===== src/rtl/input_conditioner.sv =====
// Per-channel conditioning of asynchronous board inputs: 2-flop synchroniser, debounce,
// edge pulses, optional auto-repeat press and a press-toggled latch.
module input_conditioner #(
  parameter int                  CHANNELS        = 8,
  parameter int                  DEBOUNCE_CYCLES = 650000,
  parameter int                  CNT_WIDTH       = 20,
  parameter logic [CHANNELS-1:0] REPEAT_MASK     = '0,
  parameter int                  REPEAT_DELAY    = 32500000,
  parameter int                  REPEAT_PERIOD   = 6500000,
  parameter int                  RPT_WIDTH       = 26
) (
  input  logic                clock,
  input  logic                reset,
  input  logic [CHANNELS-1:0] noisy,
  output logic [CHANNELS-1:0] clean,
  output logic [CHANNELS-1:0] rise,
  output logic [CHANNELS-1:0] fall,
  output logic [CHANNELS-1:0] press,
  output logic [CHANNELS-1:0] toggle
);

  localparam logic [CNT_WIDTH-1:0] DB_LAST    = CNT_WIDTH'(DEBOUNCE_CYCLES - 1);
  localparam logic [RPT_WIDTH-1:0] DELAY_TGT  = RPT_WIDTH'(REPEAT_DELAY);
  localparam logic [RPT_WIDTH-1:0] PERIOD_TGT = RPT_WIDTH'(REPEAT_PERIOD);

  typedef enum logic [1:0] {
    RPT_IDLE,
    RPT_FIRST,
    RPT_PERIODIC
  } rpt_state_t;

  logic [CHANNELS-1:0] sync1;
  logic [CHANNELS-1:0] sync2;
  logic [CHANNELS-1:0] clean_d;

  // NOTE: sequential state uses non-blocking assignments so every flop samples
  // pre-edge values; blocking here would collapse the synchroniser into one stage.
  always_ff @(posedge clock) begin
    if (reset) begin
      sync1   <= '0;
      sync2   <= '0;
      clean_d <= '0;
      toggle  <= '0;
    end else begin
      sync1   <= noisy;
      sync2   <= sync1;
      clean_d <= clean;
      toggle  <= toggle ^ rise;
    end
  end

  assign rise = clean & ~clean_d;
  assign fall = ~clean & clean_d;

  for (genvar ch = 0; ch < CHANNELS; ch++) begin : g_chan
    logic [CNT_WIDTH-1:0] cnt;
    logic                 clean_q;

    // Any sample equal to the current level discards the run in progress.
    always_ff @(posedge clock) begin
      if (reset) begin
        cnt     <= '0;
        clean_q <= 1'b0;
      end else if (sync2[ch] == clean_q) begin
        cnt <= '0;
      end else if (cnt == DB_LAST) begin
        clean_q <= sync2[ch];
        cnt     <= '0;
      end else begin
        cnt <= cnt + 1'b1;
      end
    end

    assign clean[ch] = clean_q;

    if (REPEAT_MASK[ch]) begin : g_repeat
      rpt_state_t           state_q, state_d;
      logic [RPT_WIDTH-1:0] rcnt_q, rcnt_d;
      logic                 fire;

      always_ff @(posedge clock) begin
        if (reset) begin
          state_q <= RPT_IDLE;
          rcnt_q  <= '0;
        end else begin
          state_q <= state_d;
          rcnt_q  <= rcnt_d;
        end
      end

      // rcnt_q holds the number of cycles elapsed since the rise or the last repeat.
      // NOTE: every output of this block gets a default first so no path leaves it
      // unassigned; otherwise synthesis infers a latch.
      always_comb begin
        state_d = state_q;
        rcnt_d  = rcnt_q;
        fire    = 1'b0;
        if (!clean_q) begin
          state_d = RPT_IDLE;
          rcnt_d  = '0;
        end else begin
          case (state_q)
            RPT_IDLE: begin
              state_d = RPT_FIRST;
              rcnt_d  = RPT_WIDTH'(1);
            end
            RPT_FIRST: begin
              if (rcnt_q == DELAY_TGT) begin
                fire    = 1'b1;
                state_d = RPT_PERIODIC;
                rcnt_d  = RPT_WIDTH'(1);
              end else begin
                rcnt_d = rcnt_q + 1'b1;
              end
            end
            RPT_PERIODIC: begin
              if (rcnt_q == PERIOD_TGT) begin
                fire   = 1'b1;
                rcnt_d = RPT_WIDTH'(1);
              end else begin
                rcnt_d = rcnt_q + 1'b1;
              end
            end
            default: begin
              state_d = RPT_IDLE;
              rcnt_d  = '0;
            end
          endcase
        end
      end

      assign press[ch] = rise[ch] | fire;
    end else begin : g_no_repeat
      assign press[ch] = rise[ch];
    end
  end

endmodule

===== config.mk =====
export PLATFORM = sky130hd
export DESIGN_NAME = input_conditioner
export DESIGN_NICKNAME = d
export VERILOG_FILES = /design/src/rtl/input_conditioner.sv
export SDC_FILE = /design/constraint.sdc
export NUM_CORES = 1
export LEC_CHECK = 0
export BUFFER_PORTS_ARGS = -buffer_cell sky130_fd_sc_hd__buf_4
export CAP_MARGIN = 25
export CORE_UTILIZATION = 55
export CTS_CLUSTER_DIAMETER = 40
export DETAILED_ROUTE_END_ITERATION = 7
export PLACE_DENSITY = 0.69
export SKIP_CTS_REPAIR_TIMING = 1
export SLEW_MARGIN = 40
export SYNTH_ARGS = -nofsm -noshare
export SYNTH_HDL_FRONTEND = slang
export SYNTH_SLANG_ARGS = --single-unit

===== constraint.sdc =====
create_clock -name clock -period 2.3 [get_ports clock]
set_clock_uncertainty 0.2 [all_clocks]
set_input_delay 0.575 -clock clock [delete_from_list [all_inputs] [get_ports clock]]
set_output_delay 0.575 -clock clock [all_outputs]
set_load 0.01 [all_outputs]

==> metrics.txt <==
first-pass GRT wire length 27.6 mm; Clock transition at path regs 0.07 ns; Synth top area share 46.1%; Top Usage Layer GRT met2; Initial Utilization 56.7%; initial antenna violation count 0; drt via density 5.24; Post-Synth Adder-Cell Area 1.15%; Post-Synth XOR/XNOR Area 11.6%; I/O Buffers 49; largest family of logic cells by synthesized area simple AND/OR/NAND/NOR gates; Main synth FF type dfxtp_1; Bufs on Longest Clock Path 2; Mapped Nets 1021; Chip Width 128 um; part of the power in registers 52.9%; critical path class flop to flop; Max-Slew Margin vs Limit 70.0%; post-DP HPWL 11.1 mm; final worst path period need 2.23 ns; worst skew pair latency 0.43 ns; vias in the first global route 6228; Sw Ratio 20.2%; crit path DAT 2.35 ns; Slew Viols, Final 0; status completed; Die Y 128 um; io pins 50; synthesis-stage register bit count 200; most common cell in the netlist dfxtp_1; Clock power frac 45.8%; Post-synth ARST share 0%; DR WL/cell 12.3 um; clock sinks 200; Int Pwr 5260 uW; share of layout cells above drive strength 1 13.4%; H-Tree Depth 4; met2 Use GR 34.6%; largest net degree at the start of global routing 36; post-synthesis mux area share 0%; Hold Path Class input pin to flop; peak supply drop 530 uV; CTS tree built; Comb pwr share 1.3%; max frequency 0.449 GHz; Vias 6801; DRC 0; Critical Path Sink Type flop; area growth from synthesis to layout 15.9%; Worst Tran Pin Value 0.450 ns; Synth Instances 1003; Synth area leaders dfxtp_1 46%, xnor2_1 8.7%, nor2_1 6.5%, a21oi_1 3.0%, xor2_1 2.9%; Mean Syn Cell Area 8.65 sq um; met3 usage in global routing 3.94%; TritonRoute pass-1 iters 4; GRT Residual Overflow 0; CP max FO 14; Final Core Density 65.7%; GP Congestion 0.792; mapped cell area 0.00868 sq mm; clk root buf clkbuf_16; final hold violations 0; required time worst endpoint 2.42 ns; Post-synth EDFFs 0; TritonCTS Buffers 17; post-route ant nets 0; gr usage total 20.7%; storage element area 0.00400 sq mm; Post-Synth Simple-Gate Area 29.6%; area of the multi-input gates 0.00428 sq mm; PD cells 656 mW/mm^2; Yosys warning total 0; diode count 0; WL final 16.0 mm; core area 0.0153 sq mm; Synth top cells by count 200 x dfxtp_1, 151 x nor2_1, 86 x xnor2_1; Setup violations, final 0; sequential-to-total area share from yosys stat 46.1%; global-route met1 utilization 26.7%; RSZ-0062 raised after global routing no; period utilization 96.8%; setup TNS 0 ns; fin nets 1091; Synth cell types 40; FP Rows 45; die area 0.0163 sq mm; FILL cells 1334; LEAKAGE 0.00321 uW; First DRT Iteration DRCs 367; Max-Cap Viols 0; Critical Path Start Type flop; post-synth top area cell dfxtp_1; Synth Area in Compound Gates 6.85%; Sw Pwr 1330 uW
[per-layer routing]
metal / up-vias / wire [um]
li1: 3590 / -
met1: 3113 / 7990
met2: 82 / 7380
met3: 16 / 394
met4: 0 / 208
met5: - / 0
[path summary, 6_finish.rpt]
check                    startpoint                to  slack [ns]  cells after the start
setup reg to reg  g_chan[2].cnt[12]  g_chan[2].cnt[3]        0.07                      5
setup / recovery  g_chan[2].cnt[12]  g_chan[2].cnt[3]        0.07                      5
hold reg to reg            sync1[2]          sync2[2]        0.24                      1
hold / removal             noisy[5]          sync1[5]        0.15                      2
[metrics by stage]
step | cells | instance area, sq um | worst slack, ns | hold slack, ns | total power (uW)
floorplan | 1003 | 8680 | 0.219 | 0.214 | 3620
global placement | 1265 | 9430 | 0.137 | 0.221 | 3650
detailed placement | 1265 | 9430 | 0.0940 | 0.223 | 3650
CTS | 1297 | 10000 | 0.0837 | 0.137 | 6660
global route | 1297 | 10100 | 0.00249 | 0.148 | 6820
finish | 1297 | 10100 | 0.0729 | 0.153 | 6590
[state kept, by name (all words and copies together), names as in the netlist]
register	flops
sync2	8
g_chan.cnt	160
g_chan.clean_q	8
clean_d	8
toggle	8
sync1	8
[placed cells by master, fill, tap and decap left out, types with 39 or more instances in the layout]
master / synthesis / routed
dfxtp_1: 200 / 200
nand2_1: 42 / 42
nor2b_1: 40 / 40
o21ai_0: 47 / 43
nor2_1: 151 / 151
buf_4: 16 / 94
a21oi_1: 52 / 52
or3_1: 39 / 39
inv_1: 42 / 42
nand3_1: 47 / 47
xnor2_1: 86 / 86
[power groups by stage]
stage                     Clock, uW  Sequential, uW  Combinational (uW)
after floorplan                   0            3570                50.3
after global placement            0            3570                83.0
after CTS                      3080            3490                84.6
after global routing           3230            3490                95.4
after detailed placement          0            3570                83.7
final                          3020            3490                84.2
[kinds of logic after synthesis]
kind of cell             after synthesis
AND/OR/NAND/NOR                      479
AO/OA/AOI/OAI                        113
buffers and inverters                 88
XOR/XNOR                             115
flip-flops                           200
adder cells (fa/ha/maj)                8
[area by class of cell]
cell class              instances  share of cell area, %
clock buffers                  22                   4.91
clock inverters                10                   1.17
inverters                      42                   1.57
multi-input cells             715                   42.6
flip-flops and latches        200                   39.8
well taps                     211                   2.63
repair buffers                 97                   7.35
[worst max-delay path: stages, from the launching register on]
cell	delay [ns]
dfxtp_1	0.35
or4_1	0.54
or4_1	0.56
o21ai_1	0.18
buf_4	0.23
nor2_1	0.06
(Power assumes the default switching activity.)
